[src/rtl/darkuart_pkg.sv]
// Shared constants, FSM state encoding and baud divisor helper for darkuart_bridge.
// Latency: n/a (package only).
// Backpressure: n/a (package only).
package darkuart_pkg;

    // Frame command bytes and reply bytes exchanged with the host
    localparam logic [7:0] CMD_WR  = 8'h57;
    localparam logic [7:0] CMD_RD  = 8'h52;
    localparam logic [7:0] RSP_ACK = 8'h06;
    localparam logic [7:0] RSP_NAK = 8'h15;

    typedef enum logic [3:0] {
        ST_IDLE,
        ST_GET_ADDR,
        ST_GET_BE,
        ST_GET_DATA,
        ST_BUS_WR,
        ST_BUS_RD,
        ST_RD_CAP,
        ST_SEND_ACK,
        ST_SEND_NAK,
        ST_SEND_DATA
    } state_e;

    // Clocks per serial bit, truncated; callers must keep the result >= 4
    function automatic int unsigned calc_div(input int unsigned clk_hz, input int unsigned baud);
        return clk_hz / baud;
    endfunction

endpackage

[src/rtl/darkuart_bridge_rx.sv]
// 8N1 serial receiver: 2-flop sync, falling-edge start detect, mid-bit sampling.
// Latency: byte_vld_o/ferr_o pulse one cycle after the stop bit is sampled at mid-bit.
// Backpressure: none; consumers must take byte_dat_o on the byte_vld_o pulse.
// Ports: clk_i, rst_i (async active-high), rxd_i (raw serial in),
//        byte_vld_o/byte_dat_o (received byte), ferr_o (stop bit sampled low).
module darkuart_bridge_rx #(
    parameter int unsigned DIV = 868
) (
    input  logic       clk_i,
    input  logic       rst_i,
    input  logic       rxd_i,
    output logic       byte_vld_o,
    output logic [7:0] byte_dat_o,
    output logic       ferr_o
);
    localparam int CW = $clog2(DIV);
    localparam logic [CW-1:0] FULL_M1 = CW'(DIV - 1);
    localparam logic [CW-1:0] HALF_M1 = CW'(DIV / 2 - 1);

    typedef enum logic [1:0] {RX_IDLE, RX_START, RX_DATA, RX_STOP} rx_state_e;

    rx_state_e     state_q;
    logic          rxd_meta_q;
    logic          rxd_sync_q;
    logic          rxd_prev_q;
    logic [CW-1:0] cnt_q;
    logic [2:0]    bit_q;
    logic [7:0]    shift_q;
    logic          vld_q;
    logic          ferr_q;

    always_ff @(posedge clk_i or posedge rst_i) begin
        if (rst_i) begin
            rxd_meta_q <= 1'b1;
            rxd_sync_q <= 1'b1;
            rxd_prev_q <= 1'b1;
            state_q    <= RX_IDLE;
            cnt_q      <= '0;
            bit_q      <= '0;
            shift_q    <= '0;
            vld_q      <= 1'b0;
            ferr_q     <= 1'b0;
        end else begin
            rxd_meta_q <= rxd_i;
            rxd_sync_q <= rxd_meta_q;
            rxd_prev_q <= rxd_sync_q;
            vld_q      <= 1'b0;
            ferr_q     <= 1'b0;
            case (state_q)
                // Edge (not level) detect so a line held low after a framing
                // error does not immediately re-trigger a bogus start bit.
                RX_IDLE: begin
                    if (rxd_prev_q && !rxd_sync_q) begin
                        cnt_q   <= HALF_M1;
                        state_q <= RX_START;
                    end
                end
                RX_START: begin
                    if (cnt_q != '0) begin
                        cnt_q <= cnt_q - 1'b1;
                    end else if (rxd_sync_q) begin
                        state_q <= RX_IDLE;
                    end else begin
                        cnt_q   <= FULL_M1;
                        bit_q   <= '0;
                        state_q <= RX_DATA;
                    end
                end
                RX_DATA: begin
                    if (cnt_q != '0) begin
                        cnt_q <= cnt_q - 1'b1;
                    end else begin
                        shift_q <= {rxd_sync_q, shift_q[7:1]};
                        cnt_q   <= FULL_M1;
                        bit_q   <= bit_q + 1'b1;
                        if (bit_q == 3'd7) begin
                            state_q <= RX_STOP;
                        end
                    end
                end
                RX_STOP: begin
                    if (cnt_q != '0) begin
                        cnt_q <= cnt_q - 1'b1;
                    end else begin
                        vld_q   <= rxd_sync_q;
                        ferr_q  <= !rxd_sync_q;
                        state_q <= RX_IDLE;
                    end
                end
            endcase
        end
    end

    assign byte_vld_o = vld_q;
    assign byte_dat_o = shift_q;
    assign ferr_o     = ferr_q;

endmodule

[src/rtl/darkuart_bridge.sv]
// Serial-to-bus debug bridge: 8N1 command frames in, single RD/WR bus cycles out, ACK/NAK/data back.
// Latency: bus strobe 1 cycle after last frame byte; reply starts 2-3 cycles after the bus cycle.
// Backpressure: none; host must wait for the reply, bytes received while replying are dropped.
// Ports: CLK, RES (async active-high), RXD/TXD serial, ADDR/RD/WR/BE/DATAO/DATAI bus,
//        BUSY (FSM not idle), FERR (RX framing error pulse).
// Option: define DARKUART_BRIDGE_TIMEOUT_EN to abort partial frames after a 16-bit-time gap.
module darkuart_bridge
    import darkuart_pkg::*;
#(
    parameter int unsigned CLK_HZ = 100000000,
    parameter int unsigned BAUD   = 115200
) (
    input  logic        CLK,
    input  logic        RES,
    input  logic        RXD,
    output logic        TXD,
    output logic [7:0]  ADDR,
    output logic        RD,
    output logic        WR,
    output logic [3:0]  BE,
    output logic [31:0] DATAO,
    input  logic [31:0] DATAI,
    output logic        BUSY,
    output logic        FERR
);
    localparam int unsigned DIV = calc_div(CLK_HZ, BAUD);
    localparam int CW = $clog2(DIV);
    localparam logic [CW-1:0] FULL_M1 = CW'(DIV - 1);

    logic       rx_vld;
    logic [7:0] rx_dat;
    logic       rx_ferr;

    darkuart_bridge_rx #(.DIV(DIV)) u_rx (
        .clk_i      (CLK),
        .rst_i      (RES),
        .rxd_i      (RXD),
        .byte_vld_o (rx_vld),
        .byte_dat_o (rx_dat),
        .ferr_o     (rx_ferr)
    );

    state_e        state_q;
    logic [7:0]    cmd_q;
    logic [7:0]    addr_sh_q;
    logic [3:0]    be_sh_q;
    logic [23:0]   dat_sh_q;
    logic [1:0]    idx_q;
    logic [7:0]    addr_q;
    logic [3:0]    be_q;
    logic [31:0]   datao_q;
    logic          rd_q;
    logic          wr_q;
    logic [23:0]   rdata_q;
    logic          tx_go_q;
    logic [7:0]    tx_byte_q;

    logic          txd_q;
    logic          tx_busy_q;
    logic [CW-1:0] tx_cnt_q;
    logic [3:0]    tx_bits_q;
    logic [8:0]    tx_shift_q;
    logic          tx_done;

    // Stop period has fully elapsed this cycle
    assign tx_done = tx_busy_q && (tx_cnt_q == '0) && (tx_bits_q == '0);

    // TX shifter: start bit goes out on load, then 8 data bits and the stop bit.
    always_ff @(posedge CLK or posedge RES) begin
        if (RES) begin
            txd_q      <= 1'b1;
            tx_busy_q  <= 1'b0;
            tx_cnt_q   <= '0;
            tx_bits_q  <= '0;
            tx_shift_q <= '1;
        end else if (tx_go_q) begin
            txd_q      <= 1'b0;
            tx_shift_q <= {1'b1, tx_byte_q};
            tx_cnt_q   <= FULL_M1;
            tx_bits_q  <= 4'd9;
            tx_busy_q  <= 1'b1;
        end else if (tx_busy_q) begin
            if (tx_cnt_q != '0) begin
                tx_cnt_q <= tx_cnt_q - 1'b1;
            end else if (tx_bits_q == '0) begin
                tx_busy_q <= 1'b0;
            end else begin
                txd_q      <= tx_shift_q[0];
                tx_shift_q <= {1'b1, tx_shift_q[8:1]};
                tx_bits_q  <= tx_bits_q - 1'b1;
                tx_cnt_q   <= FULL_M1;
            end
        end
    end

`ifdef DARKUART_BRIDGE_TIMEOUT_EN
    localparam int unsigned TO_LIM = 16 * DIV;
    localparam int TOW = $clog2(TO_LIM + 1);

    logic [TOW-1:0] to_cnt_q;
    logic           in_get;
    logic           to_expired;

    assign in_get     = (state_q == ST_GET_ADDR) || (state_q == ST_GET_BE) || (state_q == ST_GET_DATA);
    assign to_expired = in_get && !rx_vld && (to_cnt_q == TOW'(TO_LIM));

    // Gap counter restarts on every received byte and outside the collect states
    always_ff @(posedge CLK or posedge RES) begin
        if (RES) begin
            to_cnt_q <= '0;
        end else if (!in_get || rx_vld) begin
            to_cnt_q <= '0;
        end else if (!to_expired) begin
            to_cnt_q <= to_cnt_q + 1'b1;
        end
    end
`endif

    // Frame FSM. Address/BE/data are collected in shadow registers so the bus
    // outputs only change when a bus cycle is actually issued.
    always_ff @(posedge CLK or posedge RES) begin
        if (RES) begin
            state_q   <= ST_IDLE;
            cmd_q     <= '0;
            addr_sh_q <= '0;
            be_sh_q   <= '0;
            dat_sh_q  <= '0;
            idx_q     <= '0;
            addr_q    <= '0;
            be_q      <= '0;
            datao_q   <= '0;
            rd_q      <= 1'b0;
            wr_q      <= 1'b0;
            rdata_q   <= '0;
            tx_go_q   <= 1'b0;
            tx_byte_q <= '0;
        end else begin
            rd_q    <= 1'b0;
            wr_q    <= 1'b0;
            tx_go_q <= 1'b0;
            case (state_q)
                ST_IDLE: begin
                    if (rx_vld) begin
                        cmd_q <= rx_dat;
                        if (rx_dat == CMD_WR || rx_dat == CMD_RD) begin
                            state_q <= ST_GET_ADDR;
                        end else begin
                            tx_byte_q <= RSP_NAK;
                            tx_go_q   <= 1'b1;
                            state_q   <= ST_SEND_NAK;
                        end
                    end
                end
                ST_GET_ADDR: begin
                    if (rx_ferr) begin
                        state_q <= ST_IDLE;
                    end else if (rx_vld) begin
                        if (cmd_q == CMD_WR) begin
                            addr_sh_q <= rx_dat;
                            state_q   <= ST_GET_BE;
                        end else begin
                            addr_q  <= rx_dat;
                            be_q    <= 4'hF;
                            rd_q    <= 1'b1;
                            state_q <= ST_BUS_RD;
                        end
                    end
                end
                ST_GET_BE: begin
                    if (rx_ferr) begin
                        state_q <= ST_IDLE;
                    end else if (rx_vld) begin
                        be_sh_q <= rx_dat[3:0];
                        idx_q   <= '0;
                        state_q <= ST_GET_DATA;
                    end
                end
                ST_GET_DATA: begin
                    if (rx_ferr) begin
                        state_q <= ST_IDLE;
                    end else if (rx_vld) begin
                        if (idx_q == 2'd3) begin
                            addr_q  <= addr_sh_q;
                            be_q    <= be_sh_q;
                            datao_q <= {rx_dat, dat_sh_q};
                            wr_q    <= 1'b1;
                            state_q <= ST_BUS_WR;
                        end else begin
                            // Little-endian: earlier bytes shift toward bit 0
                            dat_sh_q <= {rx_dat, dat_sh_q[23:8]};
                            idx_q    <= idx_q + 1'b1;
                        end
                    end
                end
                ST_BUS_WR: begin
                    tx_byte_q <= RSP_ACK;
                    tx_go_q   <= 1'b1;
                    state_q   <= ST_SEND_ACK;
                end
                ST_BUS_RD: begin
                    state_q <= ST_RD_CAP;
                end
                ST_RD_CAP: begin
                    tx_byte_q <= DATAI[7:0];
                    rdata_q   <= DATAI[31:8];
                    idx_q     <= '0;
                    tx_go_q   <= 1'b1;
                    state_q   <= ST_SEND_DATA;
                end
                ST_SEND_ACK, ST_SEND_NAK: begin
                    if (tx_done) begin
                        state_q <= ST_IDLE;
                    end
                end
                ST_SEND_DATA: begin
                    if (tx_done) begin
                        if (idx_q == 2'd3) begin
                            state_q <= ST_IDLE;
                        end else begin
                            tx_byte_q <= rdata_q[7:0];
                            rdata_q   <= {8'h00, rdata_q[23:8]};
                            idx_q     <= idx_q + 1'b1;
                            tx_go_q   <= 1'b1;
                        end
                    end
                end
                default: begin
                    state_q <= ST_IDLE;
                end
            endcase
`ifdef DARKUART_BRIDGE_TIMEOUT_EN
            if (to_expired) begin
                state_q <= ST_IDLE;
            end
`endif
        end
    end

    assign TXD   = txd_q;
    assign ADDR  = addr_q;
    assign RD    = rd_q;
    assign WR    = wr_q;
    assign BE    = be_q;
    assign DATAO = datao_q;
    assign BUSY  = (state_q != ST_IDLE);
    assign FERR  = rx_ferr;

endmodule

[config.mk]
export PLATFORM = sky130hd
export DESIGN_NAME = darkuart_bridge
export DESIGN_NICKNAME = d
export VERILOG_FILES = /design/src/rtl/darkuart_pkg.sv /design/src/rtl/darkuart_bridge_rx.sv /design/src/rtl/darkuart_bridge.sv
export SDC_FILE = /design/constraint.sdc
export NUM_CORES = 1
export LEC_CHECK = 0
export ABC_AREA = 0
export CORE_UTILIZATION = 57
export DETAILED_ROUTE_END_ITERATION = 6
export PLACE_DENSITY = 0.77
export REMOVE_ABC_BUFFERS = 1
export SLEW_MARGIN = 20
export SYNTH_ARGS = -nofsm -noshare
export SYNTH_HDL_FRONTEND = slang
export SYNTH_SLANG_ARGS = --single-unit
[constraint.sdc]
create_clock -name CLK -period 5.9 [get_ports CLK]
set_input_delay 0.59 -clock CLK [delete_from_list [all_inputs] [get_ports CLK]]
set_output_delay 0.59 -clock CLK [all_outputs]
set_load 0.01 [all_outputs]
==> reports/results.ini <==
[run_status]
status = completed

[clock_tree]
clk_latency_ns = 0.43
cts_sinks = 181
htree_num_levels = 4
cts-root-buf = clkbuf_16
numCtsBuffers = 17
clkTransAtPathRegs_ns = 0.07
cts_setup_buffers = 0
cts_buffer_depth = 2
hold_buffers = 0
cts_tree = done
post_cts_resized = 0

[timing]
max_slew_margin_pct = 33.1
rsz0062_at_grt = false
worst_pin_slew_ns = 1.00
clock-skew-final_ns = 0.0108
setup_viol = 0
final_max_slew_viol_count = 0
setup_tns_ns = 0
max_freq_mhz = 342
hold_viol_final = 0
period_share_pct = 49.6
fin_crit_ns = 2.93

[synthesis]
synth_area_mm2 = 0.00814
synth_cells = 671
synth_seq_cells = 181
synthArstFlopShare_pct = 100
ys.flop_type = dfrtp_1
yosys_warnings = 0
yosysSeqAreaShare_pct = 55.8
synth_edf_count = 0
avgSynthCellArea_um2 = 12.1
synth_cell_type_count = 62

[layout]
nets = 790
area_delta_synth_final_pct = 18.8
drive_above_1_share_pct = 23.0
final_cell_mix = 169 x dfrtp_1, 112 x mux2_2, 83 x clkdlybuf4s50_1
layout.cells.most_common = dfrtp_1
finalNonFillerCells = 937
antennaDiodeCount = 0
nFillCells = 976

[hold_path]
min-delay-start = u_rx.rxd_meta_q$_DFF_PP1_
min_path_type = reg2reg
worstHoldPathCells = 0
holdPathEnd = u_rx.rxd_sync_q$_DFF_PP1_

[routing]
drt-wirelength-per-cell_um = 17.0
routed_wl_um = 15900
viasPerCell = 5.86
drtPass1Iterations = 4
drcViolationCount = 0
drt_iter0_drc = 326
postRouteAntennaNets = 0
vias = 5494

[power]
vdd_drop_max_uv = 253
leakagePower_nw = 4.64
power_density_mw_per_mm2 = 297
total_power_mw = 2.88

[placement]
dp_hpwl_um = 10500
io_buffer_count = 83
gp_congestion = 0.854
dp.cells = 905

[global_routing]
grt_max_degree = 129
grt_pass1_wl_um = 27100
grt_use_total_pct = 23.7
grt_pass1_vias = 5503
antenna_found_initial = 0
overflow = 0

[setup_path]
r2r_start = tx_cnt_q[0]$_DFFE_PP0P_
critPathMaxStageDelay_ns = 0.80
worstSetupEndpointType = flop
crit_fanout = 15
r2r-end = tx_bits_q[3]$_DFFE_PP0P_
rr_worst_depth = 7
cp_top_family = simple AND/OR/NAND/NOR gates
path_class = reg2reg
crit_required_ns = 6.21
startpoint_type = flop
crit_slowest_cell = nand4_1
reg2reg_slack_ns = 2.97
crit_arrival_ns = 3.24
crit_chain = inv_1, ha_1, nor4b_1, nand4_1, nor4_1, xnor2_1, nand2b_1
cp.buffers_inverters = 1

[floorplan]
coreArea_mm2 = 0.0139
io_pins = 84
die_h_um = 122
dieArea_mm2 = 0.0148
rows = 43
die_w_um = 122
start_util_pct = 58.4

[job]
maxCapViolCount = 0

cell usage after synthesis (10+ instances only):
master | count | area (um^2)
nand2b_1 | 11 | 68.8
clkbuf_1 | 16 | 60.1
mux2i_1 | 28 | 280
buf_2 | 11 | 55.1
dfrtp_1 | 169 | 4230
nor2_1 | 30 | 113
o21ai_0 | 38 | 190
a21oi_1 | 22 | 110
nand3_1 | 10 | 50.1
nand2_1 | 48 | 180
a22o_1 | 14 | 123
inv_1 | 24 | 90.1
ha_1 | 11 | 138
dfstp_2 | 12 | 315
mux2_2 | 112 | 1260
metrics by stage:
stage / setup WS (ns) / hold slack [ns] / utilization, % / cell area [um^2]
6_report: 2.97 / 0.366 / 69.4 / 9670
5_1_grt: 2.80 / 0.375 / 69.4 / 9670
4_1_cts: 2.81 / 0.369 / 69.4 / 9670
3_5_place_dp: 2.84 / 0.353 / 65.2 / 9080
3_3_place_gp: 3.03 / 0.346 / 65.2 / 9080
2_1_floorplan: 0.415 / 0.345 / - / 7980
power breakdown:
group          internal (mW)  switching [mW]  total (mW)
clock                  0.602           0.514        1.12
sequential              1.28          0.0602        1.34
combinational          0.177           0.241       0.418
total                   2.06           0.815        2.88
worst max-delay path by stage:
stage / from / end / slack, ns / cells past startpoint
after global routing: tx_cnt_q[0]$_DFFE_PP0P_ / tx_bits_q[3]$_DFFE_PP0P_ / 2.80 / 7
after global placement: state_q[1]$_DFFE_PP0P_ / DATAO[14]$_DFFE_PP0P_ / 3.03 / 4
after CTS: state_q[0]$_DFFE_PP0P_ / DATAO[16]$_DFFE_PP0P_ / 2.81 / 4
after floorplan: RES / ADDR[0]$_DFFE_PP0P_ / 0.41 / 1
final: tx_cnt_q[0]$_DFFE_PP0P_ / tx_bits_q[3]$_DFFE_PP0P_ / 2.97 / 7
after detailed placement: state_q[0]$_DFFE_PP0P_ / DATAO[20]$_DFFE_PP0P_ / 2.84 / 4
cells by family (layout without fill, tap and decap cells):
family | after synthesis | after routing | share of synthesized area [%]
flip-flops | 181 | 181 | 55.8
AND/OR/NAND/NOR | 164 | 164 | 10.6
AO/OA/AOI/OAI | 108 | 108 | 8.65
buffers and inverters | 56 | 142 | 3.07
multiplexers | 141 | 141 | 19.1
XOR/XNOR | 10 | 10 | 1.08
adder cells (fa/ha/maj) | 11 | 11 | 1.69
area by class of cell:
type                       instances  area [um^2]  share of cell area [%]
clock buffer                      17          425                    4.40
tap                              180          225                    2.33
inverter                          24         97.6                    1.01
clock inverter                    15          160                    1.66
sequential                       181         4540                    47.0
multi-input combinational        434         3370                    34.8
timing repair buffer              86          853                    8.82
registers in the layout, summed over array words and instances (netlist names), 2 cells and up, named ones only:
register,count
state_q,4
tx_cnt_q,10
u_rx.byte_dat_o,8
u_rx.cnt_q,10
dat_sh_q,24
be_sh_q,4
tx_shift_q,8
BE,4
tx_bits_q,4
idx_q,2
cmd_q,8
ADDR,8
tx_byte_q,8
rdata_q,24
u_rx.bit_q,3
DATAO,32
addr_sh_q,8
layer usage:
layer / track usage [%] / wire length [um] / vias to the layer above
li1: - / - / 2568
met1: 31.0 / 6880 / 2751
met2: 39.1 / 8070 / 146
met3: 5.59 / 757 / 29
met4: 7.56 / 224 / 0
met5: 0 / 0 / -
(Power assumes the default switching activity.)
